File: src/rtl/gray_pkg.sv
// rtl/gray_pkg.sv - shared gray-code state type and conversion helpers
package gray_pkg;

  // Helpers operate at a fixed maximum width; narrower codes are zero-extended,
  // which leaves the low bits of either conversion unchanged.
  localparam int GRAY_MAX_W = 32;

  typedef enum logic [1:0] {
    INIT  = 2'd0,
    TRACK = 2'd1,
    HOLD  = 2'd2
  } state_t;

  function automatic logic [GRAY_MAX_W-1:0] gray2bin(input logic [GRAY_MAX_W-1:0] g);
    logic [GRAY_MAX_W-1:0] b;
    b[GRAY_MAX_W-1] = g[GRAY_MAX_W-1];
    for (int i = GRAY_MAX_W - 2; i >= 0; i--) begin
      b[i] = b[i+1] ^ g[i];
    end
    return b;
  endfunction

  function automatic logic [GRAY_MAX_W-1:0] bin2gray(input logic [GRAY_MAX_W-1:0] b);
    return b ^ (b >> 1);
  endfunction

endpackage

File: src/rtl/gray_bin_tracker_if.sv
// rtl/gray_bin_tracker_if.sv - gray input / decoded output bundle for the tracker
interface gray_bin_tracker_if #(
  parameter int WIDTH = 4
);
  logic [WIDTH-1:0] gry_in;
  logic             en;
  logic             err_clr;
  logic [WIDTH-1:0] bn_out;
  logic             bn_valid;
  logic             dir;
  logic             step_err;

  modport master (
    output gry_in, en, err_clr,
    input  bn_out, bn_valid, dir, step_err
  );

  modport slave (
    input  gry_in, en, err_clr,
    output bn_out, bn_valid, dir, step_err
  );
endinterface

File: src/rtl/gray_sync.sv
// rtl/gray_sync.sv - WIDTH x SYNC_STAGES flop chain for an asynchronous gray bus
module gray_sync #(
  parameter int WIDTH       = 4,
  parameter int SYNC_STAGES = 2
) (
  input  logic             clk,
  input  logic             rst_n,
  input  logic [WIDTH-1:0] i_d,
  output logic [WIDTH-1:0] o_q
);

  logic [WIDTH-1:0] r_stage [SYNC_STAGES];

  always_ff @(posedge clk or negedge rst_n) begin
    if (!rst_n) begin
      for (int i = 0; i < SYNC_STAGES; i++) begin
        r_stage[i] <= '0;
      end
    end else begin
      r_stage[0] <= i_d;
      for (int i = 1; i < SYNC_STAGES; i++) begin
        r_stage[i] <= r_stage[i-1];
      end
    end
  end

  assign o_q = r_stage[SYNC_STAGES-1];

endmodule

File: src/rtl/gray_bin_tracker.sv
// rtl/gray_bin_tracker.sv - synchronizes, decodes and step-checks a gray-coded bus
module gray_bin_tracker
  import gray_pkg::*;
#(
  parameter int WIDTH       = 4,
  parameter int SYNC_STAGES = 2
) (
  input  logic               clk,
  input  logic               rst_n,
  gray_bin_tracker_if.slave  bus
);

  localparam int               CNT_W    = $clog2(SYNC_STAGES + 1);
  localparam logic [CNT_W-1:0] CNT_LAST = CNT_W'(SYNC_STAGES);

  logic [WIDTH-1:0] w_gry_sync;
  logic [WIDTH-1:0] w_bin;
  logic [WIDTH-1:0] w_delta;
  logic             w_step_up;
  logic             w_step_dn;

  state_t           r_state;
  logic [CNT_W-1:0] r_cnt;
  logic [WIDTH-1:0] r_bn;
  logic             r_valid;
  logic             r_dir;
  logic             r_err;

  gray_sync #(
    .WIDTH       (WIDTH),
    .SYNC_STAGES (SYNC_STAGES)
  ) u_sync (
    .clk   (clk),
    .rst_n (rst_n),
    .i_d   (bus.gry_in),
    .o_q   (w_gry_sync)
  );

  assign w_bin     = WIDTH'(gray2bin(GRAY_MAX_W'(w_gry_sync)));
  // Modular difference: wrap-around between all-ones and zero is a legal unit step.
  assign w_delta   = w_bin - r_bn;
  assign w_step_up = (w_delta == WIDTH'(1));
  assign w_step_dn = (w_delta == {WIDTH{1'b1}});

  always_ff @(posedge clk or negedge rst_n) begin
    if (!rst_n) begin
      r_state <= INIT;
      r_cnt   <= '0;
      r_bn    <= '0;
      r_valid <= 1'b0;
      r_dir   <= 1'b0;
      r_err   <= 1'b0;
    end else begin
      r_valid <= 1'b0;
      // A step error later in this block overrides the clear.
      if (bus.err_clr) begin
        r_err <= 1'b0;
      end
      case (r_state)
        INIT: begin
          if (!bus.en) begin
            r_state <= HOLD;
            r_cnt   <= '0;
          end else if (r_cnt == CNT_LAST) begin
            r_bn    <= w_bin;
            r_valid <= 1'b1;
            r_cnt   <= '0;
            r_state <= TRACK;
          end else begin
            r_cnt <= r_cnt + CNT_W'(1);
          end
        end
        TRACK: begin
          if (!bus.en) begin
            r_state <= HOLD;
          end else if (w_delta != '0) begin
            r_bn    <= w_bin;
            r_valid <= 1'b1;
            if (w_step_up) begin
              r_dir <= 1'b1;
            end else if (w_step_dn) begin
              r_dir <= 1'b0;
            end else begin
              r_err <= 1'b1;
            end
          end
        end
        HOLD: begin
          // Re-prime after a disable so motion while held is not judged as a step.
          if (bus.en) begin
            r_state <= INIT;
            r_cnt   <= '0;
          end
        end
        default: begin
          r_state <= INIT;
          r_cnt   <= '0;
        end
      endcase
    end
  end

  assign bus.bn_out   = r_bn;
  assign bus.bn_valid = r_valid;
  assign bus.dir      = r_dir;
  assign bus.step_err = r_err;

endmodule
File: src/flat_wrapper.sv
// flat-port wrapper written by rule: the top's interface ports become plain ports
module gray_bin_tracker_flat import gray_pkg::*;
#(
  parameter int WIDTH       = 4,
  parameter int SYNC_STAGES = 2
)
  (clk, rst_n, bus_gry_in, bus_en, bus_err_clr, bus_bn_out, bus_bn_valid, bus_dir, bus_step_err);
  gray_bin_tracker_if #(.WIDTH(WIDTH)) bus_i ();
  input  logic clk;
  input  logic rst_n;
  input wire logic [$bits(bus_i.gry_in)-1:0] bus_gry_in;
  input wire logic [$bits(bus_i.en)-1:0] bus_en;
  input wire logic [$bits(bus_i.err_clr)-1:0] bus_err_clr;
  output wire logic [$bits(bus_i.bn_out)-1:0] bus_bn_out;
  output wire logic [$bits(bus_i.bn_valid)-1:0] bus_bn_valid;
  output wire logic [$bits(bus_i.dir)-1:0] bus_dir;
  output wire logic [$bits(bus_i.step_err)-1:0] bus_step_err;
  assign bus_i.gry_in = bus_gry_in;
  assign bus_i.en = bus_en;
  assign bus_i.err_clr = bus_err_clr;
  assign bus_bn_out = bus_i.bn_out;
  assign bus_bn_valid = bus_i.bn_valid;
  assign bus_dir = bus_i.dir;
  assign bus_step_err = bus_i.step_err;
  gray_bin_tracker #(.WIDTH(WIDTH), .SYNC_STAGES(SYNC_STAGES)) u_core (.clk(clk), .rst_n(rst_n), .bus(bus_i));
endmodule
File: config.mk
export PLATFORM = sky130hd
export DESIGN_NAME = gray_bin_tracker_flat
export DESIGN_NICKNAME = d
export VERILOG_FILES = /design/src/rtl/gray_pkg.sv /design/src/rtl/gray_bin_tracker_if.sv /design/src/rtl/gray_sync.sv /design/src/rtl/gray_bin_tracker.sv /design/src/flat_wrapper.sv
export SDC_FILE = /design/constraint.sdc
export NUM_CORES = 1
export LEC_CHECK = 0
export ABC_AREA = 1
export BUFFER_PORTS_ARGS = -buffer_cell sky130_fd_sc_hd__buf_2
export CORE_UTILIZATION = 45
export CTS_BUF_LIST = sky130_fd_sc_hd__clkbuf_16
export CTS_CLUSTER_DIAMETER = 200
export DETAILED_ROUTE_END_ITERATION = 6
export GPL_ROUTABILITY_DRIVEN = 0
export HOLD_SLACK_MARGIN = 0.06
export PLACE_DENSITY = 0.68
export SLEW_MARGIN = 20
export SYNTH_ARGS = -nofsm -noshare
export SYNTH_HDL_FRONTEND = slang
export SYNTH_SLANG_ARGS = --single-unit
File: constraint.sdc
create_clock -name clk -period 6.7 [get_ports clk]
set_clock_uncertainty 0.2 [all_clocks]
set_input_delay 1.34 -clock clk [delete_from_list [all_inputs] [get_ports clk]]
set_output_delay 1.34 -clock clk [all_outputs]
set_load 0.03 [all_outputs]
==> flow_summary.yaml, run 1 <==
outcome:
  status: "completed"
sta:
  period_needed_ps: 2650
  final_max_slew_viol_count: 0
  relSlewSlack_pct: 66.0
  finalSetupViolCount: 0
  setup_slack_ps: 4050
  tightest_slew_ps: 510
  hold_viol: 0
  setup_tns_ps: 0
  fmax_ghz: 0.378
  grt_setup_unrepaired: "no"
  period_share_pct: 39.5
clock_tree:
  clockBufferDepth: 2
  cts_resized: 0
  numCtsBuffers: 3
  post_cts_buffers: 0
  hold_buffers: 0
  htreeDepth: 1
  cts_sinks: 19
  tritoncts: "done"
  worstSkewPairLatency_ps: 250
  cts_root_buf: "clkbuf_16"
  clkSlewWorstSetupHoldPaths_ps: 50
worst_setup_path:
  critPathLaunch: "u_core.u_sync.o_q[3]"
  start_kind: "register"
  crit_fanout: 5
  required_ps: 6640
  r2r_cells: 16
  crit_end: "u_core.bus.dir"
  r2r_slack_ps: 4050
  endpoint_kind: "register"
  arrival_ps: 2590
  r2r_end: "u_core.bus.dir"
  r2r_start: "u_core.u_sync.o_q[3]"
  critPathKind: "reg2reg"
global_routing:
  grt_pass1_vias: 591
  grt_max_degree: 20
  grt_overflow: 0
  antenna_found_initial: 0
  grt_pass1_wl_mm: 2.38
  grt_usage_pct: 15.6
detailed_routing:
  drc: 0
  drt-pass1-iter-count: 4
  wl_met2_um: 724
  vias_per_cell: 4.75
  ant_nets: 0
  routed_wl_mm: 1.46
  drt-met1-wl_um: 663
  num_vias: 713
  topRoutingLayerUsed: "met4"
  drtIter0Drc: 23
  dr_wl_met3_um: 51
  wl_per_cell_um: 9.76
logic_synthesis:
  yosys_warnings: 0
  syn_nets: 117
  synth.distinct_cells: 20
  ys_seq_elements: 19
  synth-seq-area-share_pct: 51.3
  synth_cells: 105
  syn_avg_cell_area_um2: 8.83
  syn_area_um2: 927
cells_and_area:
  nFillCells: 176
  fin_cells: 150
  nNetsFinal: 136
  drive_gt1_share_pct: 18.7
  design_area_mm2: 0.00111
  area_growth_pct: 19.8
  diodes: 0
min_path:
  hold_class: "reg2reg"
  hp-start: "u_core.u_sync.r_stage[7]"
floorplan:
  coreArea_mm2: 0.00194
  io_pins: 15
  initial_core_util_pct: 47.7
  fp.dieArea_mm2: 0.00225
  die_h_um: 47.4
  row_count: 16
  die_w_um: 47.4
power_and_ir_drop:
  p_total_uw: 406
  power_density_mw_per_mm2: 365
  p_leak_nw: 0.607
  max-vdd-ir-drop_mv: 0.244
placement:
  detailedPlace.worstSlack_ps: 4070
  io_buffer_count: 14
  dpl-instance-area_mm2: 0.00103
  post-dp-hpwl_mm: 1.15
  dpl.cell_count: 146
run:
  drv_cap: 0
per-layer routing:
| layer | GRT usage, % | vias up |
|---|---|---|
| li1 | - | 367 |
| met1 | 20.7 | 327 |
| met2 | 24.4 | 15 |
| met3 | 2.31 | 4 |
| met4 | 8.57 | 0 |
| met5 | 0 | - |
cells in the mapped netlist:
cell      count  area, µm²
inv_1        19       71.3
ha_1          3       37.5
o21ai_0       5       25.0
nor2_1        4       15.0
or3_1         1       6.26
nand2_2       1       6.26
nand3b_1      1       7.51
xnor2_1       1       8.76
nand2_4       1       11.3
a21oi_1       2       10.0
fa_1          1       20.0
a21oi_2       1       8.76
nand2_1      29        109
and2_1        1       6.26
nand4_1       1       6.26
xor2_2        1       16.3
nand3_1      11       55.1
nand4_4       1       21.3
nor3_1        2       10.0
dfrtp_1      19        475
critical path: stages, from the launching register on:
cell and delay, ps:
dfrtp_1 420, xnor2_1 150, inv_1 100, nand2_1 70
nand2_1 130, nand2_1 70, nand2_1 80, inv_1 50
ha_1 190, fa_1 410, xor2_2 200, inv_1 90
nand3_1 70, nor2_1 100, nand3_1 80, nand2_1 60
nand2_1 40
report_power, final:
| part | internal (mW) | total [mW] | switching, mW | leakage, nW |
|---|---|---|---|---|
| Sequential | 0.128 | 0.140 | 0.0116 | 0.239 |
| Combinational | 0.0479 | 0.146 | 0.0985 | 0.327 |
| Clock | 0.0799 | 0.120 | 0.0396 | 0.0409 |
through the flow:
step	utilization [%]	hold slack, ps
2_1_floorplan	-	131
3_3_place_gp	53.1	132
3_5_place_dp	53.1	136
4_1_cts	57.2	147
5_1_grt	57.2	150
6_report	57.2	145
state kept, by name (all words and copies together) (netlist names):
register and flops:
u_core.u_sync.r_stage 4, u_core.bus.bn_valid 1, u_core.r_state 2, u_core.r_cnt 2, u_core.u_sync.o_q 4, u_core.bus.step_err 1
u_core.bus.bn_out 4, u_core.bus.dir 1
how the worst min path moves through the flow:
stage / end / slack [ps] / cells after the start
after floorplan: u_core.u_sync.o_q[0] / 130 / 0
after global placement: u_core.u_sync.o_q[3] / 130 / 0
after detailed placement: u_core.u_sync.o_q[3] / 140 / 0
after CTS: u_core.u_sync.o_q[3] / 150 / 0
after global routing: u_core.u_sync.o_q[3] / 150 / 0
final: u_core.u_sync.o_q[3] / 140 / 0
layout make-up:
class,instances,area [µm²],share of cell area (%)
multi-input combinational,67,380,34.2
timing repair buffer,14,70.1,6.31
tap,27,33.8,3.04
sequential,19,475,42.8
clock inverter,1,5.00,0.450
inverter,19,71.3,6.42
clock buffer,3,75.1,6.76
cell families (layout without fill, tap and decap cells):
kind of cell,after synthesis,in the layout,synth area share (%)
xor gates and xnor gates,2,2,2.70
adders and majority gates,4,4,6.21
DFF,19,19,51.3
buffers and inverters,19,37,7.69
AOI/OAI and AO/OA,8,8,4.72
and+or+nand+nor,53,53,27.4
layout by cell type, fill, tap and decap left out, drive strengths merged:
cell | Yosys | layout
a21oi | 3 | 3
and2 | 1 | 1
buf | 0 | 14
clkbuf | 0 | 3
clkinv | 0 | 1
dfrtp | 19 | 19
fa | 1 | 1
ha | 3 | 3
inv | 19 | 19
nand2 | 31 | 31
nand3 | 11 | 11
nand3b | 1 | 1
nand4 | 2 | 2
nor2 | 4 | 4
nor3 | 2 | 2
o21ai | 5 | 5
or3 | 1 | 1
xnor2 | 1 | 1
xor2 | 1 | 1
Note: power is estimated with default switching activity, not from simulation.
==> run 2, diff against run 1 <==
PLACE_DENSITY = 0.7   (was 0.68)
clock period = 2.15 ns   (was 6.7 ns; I/O delays follow)
==> run 2 against run 1 <==
The flow now finishes with violations (setup timing). Register-to-register slack worse by 4400 ps. First-iteration DRC count decreased by 78%. Non-clock buffer count grew 9. Global-route usage is 2.4 points higher. Maximum frequency rose by 6.2%. Sequential share of layout area is 4.5 points lower. Count of clock-buffer cells in the layout stayed put. Critical path depth down 2. Final cell count increased by 6.0%. Final area increased by 12%. Power grew to 3.4 times the previous value. Via count increased by 3.6%.
==> flow_summary.yaml, run 2 (synthesized netlist as in run 1, its figures left out) <==
cells_and_area:
  nFillCells: 173
  multi_input_area_um2: 442
  final_cell_mix: "23 x nand2_1, 19 x dfrtp_1, 16 x inv_1"
  regArea_um2: 475
  area_growth_pct: 33.9
  drive_gt1_share_pct: 34.8
  final_core_util_pct: 63.9
  layout_commonest_cell: "nand2_1"
  diodes: 0
  nNetsFinal: 145
run:
  drv_cap: 0
placement:
  post-dp-hpwl_mm: 1.22
  io_buffer_count: 14
floorplan:
  io_pins: 15
  die_w_um: 47.4
  row_count: 16
  fp.dieArea_mm2: 0.00225
  coreArea_mm2: 0.00194
  die_h_um: 47.4
  initial_core_util_pct: 47.7
clock_tree:
  clockBufferDepth: 2
  clkSlewWorstSetupHoldPaths_ps: 50
  cts_sinks: 19
  cts_root_buf: "clkbuf_16"
  numCtsBuffers: 3
  htreeDepth: 1
  tritoncts: "done"
  worstSkewPairLatency_ps: 250
sta:
  period_share_pct: 116
  grt_setup_unrepaired: "yes"
  setup_slack_ps: -342
  period_needed_ps: 2490
  hold_slack_ps: 84.0
  hold_viol: 0
  finalSetupViolCount: 7
  tightest_slew_ps: 570
  fmax_ghz: 0.401
  relSlewSlack_pct: 62.0
  final_max_slew_viol_count: 0
outcome:
  violations: "setup timing"
  status: "finished, violations left"
global_routing:
  grt_pass1_vias: 672
  grt_max_degree: 20
  antenna_found_initial: 0
  grt_usage_pct: 18.0
  grt_overflow: 0
  grt_pass1_wl_mm: 2.64
worst_setup_path:
  crit_top_cell: "nand2_2"
  start_kind: "register"
  cp_slowest_cell: "fa_2"
  crit_path_cell_trace: "xnor2_2 > nand2_1 > nand2_2 > nand2_2 > nand2_2 > inv_2 > ha_4 > fa_2 > nand2_1 > inv_2 > nand4_4 > nand2_4 > nand2_2 > nand2_1"
  critPathBufInv: 2
  endpoint_kind: "register"
  crit_fanout: 5
  slowest_delay_ps: 560
  r2r_slack_ps: -340
  critPathKind: "reg2reg"
  arrival_ps: 2480
  crit_family: "simple AND/OR/NAND/NOR gates"
  required_ps: 2140
power_and_ir_drop:
  p_leak_nw: 0.656
  p_total_mw: 1.38
  max-vdd-ir-drop_mv: 0.699
  power_density_mw_per_mm2: 1110
min_path:
  hold_class: "in2reg"
detailed_routing:
  vias_per_cell: 4.65
  drtIter0Drc: 5
  ant_nets: 0
  routed_wl_mm: 1.76
  drc: 0
  wl_per_cell_um: 11.1
  num_vias: 739
  drt-pass1-iter-count: 3
-- run 2: path summary, 6_finish.rpt --
kind / from / depth (start not counted) / to
max: u_core.u_sync.o_q[2] / 14 / u_core.bus.bn_out[0]
min: bus_gry_in[1] / 1 / u_core.u_sync.r_stage[5]
max reg2reg: u_core.u_sync.o_q[2] / 14 / u_core.bus.bn_out[0]
min reg2reg: u_core.u_sync.r_stage[4] / 0 / u_core.u_sync.o_q[0]
max in group asynchronous: rst_n / 2 / u_core.bus.bn_out[1]
min in group asynchronous: rst_n / 2 / u_core.bus.step_err
-- run 2: timing repair --
action                                  CTS  global route
cloned                                    0             0
endpoints found under the setup margin    7             7
hold buffers                              1             0
hold endpoints to repair                 19             0
setup buffers                             2             2
gates resized for setup                   7             8
pin swaps                                 8             0
-- run 2: area by class of cell --
cell class	instances	area share [%]
timing repair buffer	23	11.3
sequential	19	38.3
inverter	19	5.75
multi-input combinational	67	35.6
clock inverter	1	0.302
tap	27	2.72
clock buffer	3	6.05
-- run 2: report_power, final --
part	internal, mW	total, mW	switching (mW)
Sequential	0.400	0.442	0.0424
Combinational	0.214	0.570	0.355
Clock	0.247	0.365	0.118
Total	0.861	1.38	0.516
-- run 2: through the flow --
stage                     cell area [µm²]  TNS (ps)  cells  setup WS (ps)
final                                1240     -2220    159           -342
after floorplan                       935     -1490    105           -224
after detailed placement             1070     -2440    150           -378
after global placement               1070     -1660    150           -253
after global routing                 1240     -3090    159           -454
after CTS                            1200     -1900    157           -282
-- run 2: metal layers --
layer	up-vias	global-route usage, %	wire length (µm)
met2	8	32.6	962
met1	346	20.1	741
met3	4	3.46	29
li1	381	-	-
met4	0	8.57	27
met5	-	0	0
